===== src/rtl/alu_exec_stage.sv =====
// Four-state execute sequencer wrapped around an external combinational 16-bit ALU.
// Owns the general register file and the PSR; accepts one command every four cycles.
module alu_exec_stage #(
  parameter int WIDTH_DATA    = 16,
  parameter int WIDTH_CONTROL = 4,
  parameter int NUM_REGS      = 16
) (
  input  logic                        clk,
  input  logic                        rst_n,
  input  logic                        cmd_valid,
  output logic                        cmd_ready,
  input  logic [WIDTH_CONTROL-1:0]    cmd_control,
  input  logic                        cmd_use_carry,
  input  logic [$clog2(NUM_REGS)-1:0] cmd_rdest,
  input  logic [$clog2(NUM_REGS)-1:0] cmd_rsrc,
  input  logic                        cmd_imm_en,
  input  logic [WIDTH_DATA-1:0]       cmd_imm,
  output logic [WIDTH_DATA-1:0]       alu_a,
  output logic [WIDTH_DATA-1:0]       alu_b,
  output logic [WIDTH_CONTROL-1:0]    alu_control,
  output logic                        alu_carry_in,
  input  logic [WIDTH_DATA-1:0]       alu_result,
  input  logic                        alu_carry,
  input  logic                        alu_low,
  input  logic                        alu_over,
  input  logic                        alu_neg,
  input  logic                        alu_zero,
  output logic                        done,
  output logic                        err,
  output logic [4:0]                  psr,
  input  logic [$clog2(NUM_REGS)-1:0] dbg_addr,
  output logic [WIDTH_DATA-1:0]       dbg_data
);

  localparam logic [WIDTH_CONTROL-1:0] CTL_ADD  = WIDTH_CONTROL'(0);
  localparam logic [WIDTH_CONTROL-1:0] CTL_ADDU = WIDTH_CONTROL'(1);
  localparam logic [WIDTH_CONTROL-1:0] CTL_SUB  = WIDTH_CONTROL'(2);
  localparam logic [WIDTH_CONTROL-1:0] CTL_SUBU = WIDTH_CONTROL'(3);
  localparam logic [WIDTH_CONTROL-1:0] CTL_CMP  = WIDTH_CONTROL'(4);
  localparam logic [WIDTH_CONTROL-1:0] CTL_AND  = WIDTH_CONTROL'(5);
  localparam logic [WIDTH_CONTROL-1:0] CTL_OR   = WIDTH_CONTROL'(6);
  localparam logic [WIDTH_CONTROL-1:0] CTL_XOR  = WIDTH_CONTROL'(7);
  localparam logic [WIDTH_CONTROL-1:0] CTL_LSH  = WIDTH_CONTROL'(8);
  localparam logic [WIDTH_CONTROL-1:0] CTL_MOV  = WIDTH_CONTROL'(9);

  // PSR bit positions; the captured ALU flag vector uses the same ordering.
  localparam int PSR_C = 4;
  localparam int PSR_L = 3;
  localparam int PSR_F = 2;
  localparam int PSR_N = 1;
  localparam int PSR_Z = 0;

  typedef enum logic [1:0] {IDLE, READ, EXEC, WB} state_t;

  state_t                        r_state;
  logic [WIDTH_DATA-1:0]         r_regs [NUM_REGS];
  logic [WIDTH_CONTROL-1:0]      r_control;
  logic                          r_useCarry;
  logic [$clog2(NUM_REGS)-1:0]   r_rdest;
  logic [$clog2(NUM_REGS)-1:0]   r_rsrc;
  logic                          r_immEn;
  logic [WIDTH_DATA-1:0]         r_imm;
  logic [WIDTH_DATA-1:0]         r_result;
  logic [4:0]                    r_flags;

  logic                          w_illegal;
  logic                          w_writes;
  logic [WIDTH_DATA-1:0]         w_wbData;

  assign w_illegal = (r_control > CTL_MOV);
  assign w_writes  = !w_illegal && (r_control != CTL_CMP);
  // MOV bypasses the ALU and stores the B operand as presented to it.
  assign w_wbData  = (r_control == CTL_MOV) ? alu_b : r_result;
  assign cmd_ready = (r_state == IDLE);
  assign dbg_data  = r_regs[dbg_addr];

  always_ff @(posedge clk or negedge rst_n) begin
    if (!rst_n) begin
      r_state      <= IDLE;
      r_control    <= '0;
      r_useCarry   <= 1'b0;
      r_rdest      <= '0;
      r_rsrc       <= '0;
      r_immEn      <= 1'b0;
      r_imm        <= '0;
      r_result     <= '0;
      r_flags      <= '0;
      alu_a        <= '0;
      alu_b        <= '0;
      alu_control  <= '0;
      alu_carry_in <= 1'b0;
      psr          <= '0;
      done         <= 1'b0;
      err          <= 1'b0;
      for (int i = 0; i < NUM_REGS; i++) r_regs[i] <= '0;
    end else begin
      done <= 1'b0;
      err  <= 1'b0;
      case (r_state)
        IDLE: begin
          if (cmd_valid) begin
            r_control  <= cmd_control;
            r_useCarry <= cmd_use_carry;
            r_rdest    <= cmd_rdest;
            r_rsrc     <= cmd_rsrc;
            r_immEn    <= cmd_imm_en;
            r_imm      <= cmd_imm;
            r_state    <= READ;
          end
        end
        READ: begin
          alu_a        <= r_regs[r_rdest];
          alu_b        <= r_immEn ? r_imm : r_regs[r_rsrc];
          alu_control  <= r_control;
          alu_carry_in <= r_useCarry & psr[PSR_C];
          r_state      <= EXEC;
        end
        EXEC: begin
          r_result <= alu_result;
          r_flags  <= {alu_carry, alu_low, alu_over, alu_neg, alu_zero};
          r_state  <= WB;
        end
        WB: begin
          done <= 1'b1;
          err  <= w_illegal;
          if (w_writes) r_regs[r_rdest] <= w_wbData;
          case (r_control)
            CTL_ADD, CTL_SUB: begin
              psr[PSR_F] <= r_flags[PSR_F];
              psr[PSR_Z] <= r_flags[PSR_Z];
            end
            CTL_ADDU, CTL_SUBU: begin
              psr[PSR_C] <= r_flags[PSR_C];
              psr[PSR_Z] <= r_flags[PSR_Z];
            end
            CTL_CMP: begin
              psr[PSR_L] <= r_flags[PSR_L];
              psr[PSR_N] <= r_flags[PSR_N];
              psr[PSR_Z] <= r_flags[PSR_Z];
            end
            CTL_AND, CTL_OR, CTL_XOR, CTL_LSH: begin
              psr[PSR_Z] <= r_flags[PSR_Z];
            end
            default: begin
            end
          endcase
          r_state <= IDLE;
        end
        default: r_state <= IDLE;
      endcase
    end
  end

endmodule


===== config.mk =====
export PLATFORM = sky130hd
export DESIGN_NAME = alu_exec_stage
export DESIGN_NICKNAME = d
export VERILOG_FILES = /design/src/rtl/alu_exec_stage.sv
export SDC_FILE = /design/constraint.sdc
export NUM_CORES = 1
export LEC_CHECK = 0
export BUFFER_PORTS_ARGS = -buffer_cell sky130_fd_sc_hd__buf_4
export CAP_MARGIN = 20
export CORE_MARGIN = 3
export CORE_UTILIZATION = 60
export CTS_BUF_LIST = sky130_fd_sc_hd__clkbuf_8
export CTS_CLUSTER_SIZE = 28
export DETAILED_ROUTE_END_ITERATION = 6
export PLACE_DENSITY_LB_ADDON = 0.2
export RECOVER_POWER = 50
export SLEW_MARGIN = 10
export SYNTH_ARGS = -nofsm -noshare
export SYNTH_HDL_FRONTEND = slang
export SYNTH_SLANG_ARGS = --single-unit

===== constraint.sdc =====
create_clock -name clk -period 3.3 [get_ports clk]
set_input_delay 0.165 -clock clk [delete_from_list [all_inputs] [get_ports clk]]
set_output_delay 0.165 -clock clk [all_outputs]
set_load 0.01 [all_outputs]

==> results of run 1 <==
==> critical path: cells and delay by family, from the launching register on <==
| family | cells | cell delay (ps) |
|---|---|---|
| buffers and inverters | 1 | 110 |
| adders and majority gates | 1 | 570 |
| DFF | 1 | 400 |
| and+or+nand+nor | 1 | 970 |
| AOI/OAI and AO/OA | 1 | 490 |
==> cell families (layout without fill, tap and decap cells) <==
group           Yosys count  count (layout)  synth area share [%]
compound gates          384             384                  12.3
simple gates            376             376                  7.91
flops                   353             353                  45.7
mux                     332             332                  29.7
buf+inv                 161             348                  4.16
fa+ha+maj                 4               4                 0.259
==> power breakdown <==
group          internal [mW]  total, mW  switching [mW]
Sequential              6.11       8.22            2.11
Clock                   2.28       4.05            1.77
Combinational           4.97       10.3            5.36
==> path summary, 6_finish.rpt <==
kind                            depth (start not counted)           to  slack, ps  startpoint
worst max-delay path                                    4     alu_b[6]        630  r_state[1]
worst min-delay path                                    3     r_imm[2]        330  cmd_imm[2]
worst max register to register                          4     alu_b[6]        630  r_state[1]
worst min register to register                          1       psr[3]        500      psr[3]
max in group asynchronous                               3  r_result[9]        670       rst_n
min in group asynchronous                               2   r_flags[3]        570       rst_n
==> flip-flops by register name, indices dropped and copies added (netlist names) <==
name          cells
psr               5
r_regs          256
r_control         4
r_immEn           1
alu_a            16
done              1
r_rsrc            4
r_state           2
r_result         16
err               1
r_useCarry        1
alu_control       4
alu_carry_in      1
r_imm            16
alu_b            16
r_flags           5
r_rdest           4
==> area by class of cell <==
cell class / count / area, um2
Multi-Input combinational cell: 1096 / 9730
Fill cell: 2266 / 9370
Sequential cell: 353 / 8850
Timing Repair Buffer: 240 / 1920
Clock buffer: 76 / 1050
Tap cell: 402 / 503
Clock inverter: 26 / 195
Inverter: 6 / 22.5
==> metrics by stage <==
| stage | area (um2) | cells | util [%] | power (mW) | hold WS, ps |
|---|---|---|---|---|---|
| 2_1_floorplan | 19300 | 1610 | - | 15.0 | -131 |
| 3_3_place_gp | 20600 | 2044 | 65.2 | 18.2 | 151 |
| 5_1_grt | 22300 | 2199 | 70.4 | 23.8 | 317 |
| 4_1_cts | 22400 | 2199 | 70.8 | 22.6 | 109 |
| 3_5_place_dp | 20600 | 2044 | 65.2 | 18.5 | 162 |
| 6_report | 22300 | 2199 | 70.4 | 22.6 | 331 |
==> routing by layer <==
| layer | GRT usage (%) | vias to the layer above |
|---|---|---|
| li1 | - | 6312 |
| met1 | 46.8 | 7429 |
| met2 | 53.0 | 893 |
| met3 | 7.41 | 202 |
| met4 | 17.3 | 0 |
| met5 | 0 | - |
==> timing repair <==
action | CTS | global route
hold buffers | 53 | 0
hold endpoints to repair | 114 | 0
endpoints found under the setup margin | 0 | 0
==> Yosys cell counts, types with 2 or more instances <==
library cell / number
dfrtp_1: 353
nand2_1: 186
mux4_2: 176
nor2_1: 149
a21oi_1: 124
o21ai_1: 115
mux2i_1: 81
buf_2: 72
mux2_2: 60
a22oi_1: 48
clkbuf_1: 47
o21ai_0: 32
a31oi_1: 16
o211ai_1: 16
buf_1: 15
buf_4: 15
a21oi_2: 14
nand3_1: 11
mux2i_4: 9
a2111o_1: 7
a2111oi_4: 7
nand4_1: 7
inv_1: 6
mux2i_2: 6
buf_6: 5
ha_1: 4
nand3b_1: 4
nor2b_1: 4
nor3_1: 3
or3b_1: 3
and2_1: 2
==> flow_summary.yaml, run 1 <==
timing:
  setup_tns_ps: 0
  period_share_pct: 80.8
  setup_viol: 0
  slew_violations: 64
  timing.fmax_mhz: 375
  fin_skew_ps: 16.3
  fin_crit_ps: 2670
  hold_violations: 0
  worst_pin_slew_ps: 1730
  fin_ws_ps: 635
  rsz0062_at_grt: "no"
  slew_headroom_pct: -15.6
routing:
  wl_met2_um: 26700
  wire_per_inst_um: 26.3
  dr.pass1.iters: 6
  drt-met1-wl_um: 22200
  drtAntennaViolNets: 0
  vias: 14800
  post-route-drc-count: 0
  viasPerCell: 6.75
  routed.top_layer: "met4"
  drt_wl_total_um: 57900
  drt_iter0_markers: 1673
  wl_met3_um: 5670
global_route:
  overflow: 0
  grt_pass1_wl_um: 88300
  grt_max_degree: 95
  antenna_found_initial: 0
  grtUsageTotal_pct: 34.3
  grt_pass1_vias: 14800
cts:
  htree_levels: 2
  root_buffer: "clkbuf_8"
  clk-insertion-delay-late_ps: 610
  ctsLongestPathBuffers: 3
  cts_tree: "built"
  numCtsBuffers: 58
  cts.sinks: 353
  cts_setup_buffers: 0
  ctsResizeCount: 0
  clkTransAtPathRegs_ps: 60
critical_path:
  crit_chain: "inv_1, ha_2, nand3b_1, o211ai_1"
  path_class: "reg2reg"
  cp.required_ps: 3790
  cp-end-kind: "flip-flop"
  slowest_delay_ps: 970
  worst-path-max-fanout: 30
  crit_path_start_kind: "flip-flop"
  critical_path.slowest_cell: "nand3b_1"
  worst_ep_arrival_time_ps: 3160
yosys:
  synth_nets: 1672
  syn_inst: 1610
  syn_area_um2: 19300
  synth_edf_count: 0
  post-synth-top-area-cell: "dfrtp_1"
  synth-main-ff-cell: "dfrtp_1"
  ys_seq_area_share_pct: 45.7
  ys_ff_latch: 353
  synth_cell_type_count: 44
  async_flop_share_pct: 100
  synth_top_cells_by_area: "dfrtp_1, mux4_2, mux2i_1, nand2_1, mux2_2"
  avgSynthCellArea_um2: 12.0
  ys_warn_count: 0
  synth_top_area_share_pct: 45.7
die:
  core-area_um2: 31600
  core.rowCount: 65
  dieArea_um2: 34400
  die_w_um: 186
  initial_core_util_pct: 61.1
  dieHeight_um: 186
  io_pins: 119
status:
  status: "finished, violations left"
  violations: "max-capacitance violations, max-slew violations"
layout:
  syn2layout_area_growth_pct: 15.2
  layout_common_cells: "dfrtp_1, nand2_1, mux4_2, nor2_1, buf_4"
  drive_above_1_share_pct: 29.4
  finalNetCount: 1817
  final_common_cell: "dfrtp_1"
  antennaDiodeCount: 0
power_and_ir_drop:
  ir_drop_mv: 0.521
  power_density_nw_per_um2: 1010
  p_leak_nw: 9.38
placement:
  dpl.hpwl_um: 37000
  io_buffers: 118
  gp_congestion: 0.935
  place_ws_ps: 766
job:
  max_cap_viol_count: 1
worst_hold_path:
  min_path_type: "in2reg"
Power figures use the tool's default switching activity.
==> run 2: changes to the inputs <==
Settings changed: CORE_UTILIZATION 60 to 57.
Clock period 3.3 ns to 2.2 ns, I/O delays scaled along.
==> run 2 against run 1 <==
Clock power is 48% higher. Final area is 9.8% higher. First-iteration DRC count is 22% higher. Worst setup slack worse by 820 ps. Global-route usage is 1.9 points higher. Wire length is 13% higher. Critical path depth is 1 lower. Sequential power is 42% higher. Die area is 5.1% higher. Count of clock-buffer cells in the layout is 3 lower. The flow finishes with violations (design-rule violations, negative setup slack).
==> flow_summary.yaml, run 2 (synthesized netlist as in run 1, its figures left out) <==
status:
  status: "finished, violations left"
  violations: "design-rule violations, negative setup slack"
routing:
  drtAntennaViolNets: 0
  post-route-drc-count: 1
  viasPerCell: 6.56
  vias: 16300
  dr.pass1.iters: 7
  drt_iter0_markers: 2047
  drt_wl_total_um: 65300
  wire_per_inst_um: 26.3
timing:
  rsz0062_at_grt: "yes"
  period_share_pct: 108
  hold_violations: 0
  slew_headroom_pct: 11.6
  setup_viol: 17
  fin_skew_ps: 34.0
  worst_pin_slew_ps: 1330
  fin_crit_ps: 2380
  fin_ws_ps: -181
  setup_tns_ps: -2090
  slew_violations: 0
  timing.fmax_mhz: 420
cts:
  cts.sinks: 353
  numCtsBuffers: 58
  clk-insertion-delay-late_ps: 680
  htree_levels: 2
  root_buffer: "clkbuf_8"
  ctsLongestPathBuffers: 3
  clkTransAtPathRegs_ps: 60
  cts_tree: "built"
die:
  dieArea_um2: 36200
  initial_core_util_pct: 58.7
  core.rowCount: 66
  dieHeight_um: 190
  io_pins: 119
  core-area_um2: 32900
  die_w_um: 190
global_route:
  overflow: 0
  grt_pass1_vias: 16300
  grt_max_degree: 65
  grtUsageTotal_pct: 36.2
  antenna_found_initial: 0
  grt_pass1_wl_um: 97800
power_and_ir_drop:
  netSwitchingPower_mw: 14.9
  switching_share_pct: 40.2
  p_leak_nw: 10.7
  pwr-share-comb_pct: 52.1
  ir_drop_mv: 0.736
  power_density_nw_per_um2: 1510
  p_seq_share_pct: 31.7
  p_int_mw: 22.1
  power_frac_clock_pct: 16.2
layout:
  layout_common_cells: "dfrtp_1, buf_4, nand2_1, mux4_2, nor2_1"
  finalNetCount: 2058
  utilization_pct: 74.2
  antennaDiodeCount: 0
  largest_register_ffs: 256
  final_common_cell: "dfrtp_1"
  top_register: "r_regs"
  syn2layout_area_growth_pct: 26.5
  drive_above_1_share_pct: 38.0
critical_path:
  worst_ep_arrival_time_ps: 2270
  crit_path_start_kind: "flip-flop"
  path_class: "reg2out"
  cp.required_ps: 2090
  worst-path-max-fanout: 2
  cp-end-kind: "primary output"
job:
  max_cap_viol_count: 0
placement:
  gp_congestion: 0.876
  dpl.hpwl_um: 39100
  io_buffers: 118
worst_hold_path:
  min_path_type: "in2reg"
[run 2: changes by cell type in the layout (fill, tap and decap cells not counted), moves of 3 or more]
| cell | before | now |
|---|---|---|
| buf_12 | 8 | 33 |
| buf_4 | 148 | 348 |
| clkinv_2 | 5 | 11 |
| clkbuf_8 | 76 | 73 |
| clkbuf_1 | 28 | 24 |
| buf_6 | 0 | 16 |
[run 2: stage by stage]
step	setup WS (ps)	total power, mW	instance area [um2]	cells	hold WS [ps]
6_report	-181	37.0	24500	2481	207
5_1_grt	-202	38.7	24500	2481	214
4_1_cts	-179	36.4	24400	2454	76.9
3_5_place_dp	157	28.5	21300	2125	66.7
3_3_place_gp	183	27.9	21300	2125	69.4
2_1_floorplan	287	22.5	19300	1610	-186
[run 2: what timing repair did]
item                       CTS  global route
gates cloned                 0             0
setup endpoints to repair   16            16
gates resized for setup     16             0
hold endpoints to repair   406             0
hold buffers                54             0
setup buffers              172            27
[run 2: worst paths after layout]
check                             start          end  slack [ps]  depth (start not counted)
max in group asynchronous         rst_n    r_rsrc[0]         230                          3
min reg2reg                      psr[3]       psr[3]         500                          1
max                         r_regs[197]  dbg_data[5]        -180                          3
max reg2reg                r_control[1]  r_regs[118]           0                          6
min in group asynchronous         rst_n  r_regs[239]         570                          3
min                           cmd_valid   r_state[1]         210                          3
[run 2: critical path, cell delays in order (launching register included)]
cell and delay, ps:
dfrtp_1 390, mux4_2 490, mux4_2 550, buf_6 160
[run 2: area by class of cell]
cell class	instances	area, um2
multi-input cells	1096	9730
flip-flops and latches	353	8840
fillers	2158	8490
repair buffers	481	4110
clock buffers	73	1000
well taps	442	553
clock inverters	30	189
inverters	6	22.5
[run 2: power by group through the flow]
stage	clock (mW)	combinational (mW)	sequential, mW
2_1_floorplan	0	11.4	11.1
3_3_place_gp	0	15.9	12.0
3_5_place_dp	0	16.3	12.2
4_1_cts	6.04	18.8	11.6
5_1_grt	6.34	20.4	11.9
6_report	5.98	19.3	11.7
[run 2: routing by layer]
layer | routed length, um | track usage, % | up-vias
met5 | 0 | 0 | -
met4 | 3980 | 18.5 | 0
met3 | 7220 | 9.19 | 255
met2 | 30400 | 57.1 | 1111
met1 | 23700 | 47.0 | 8118
li1 | - | - | 6799
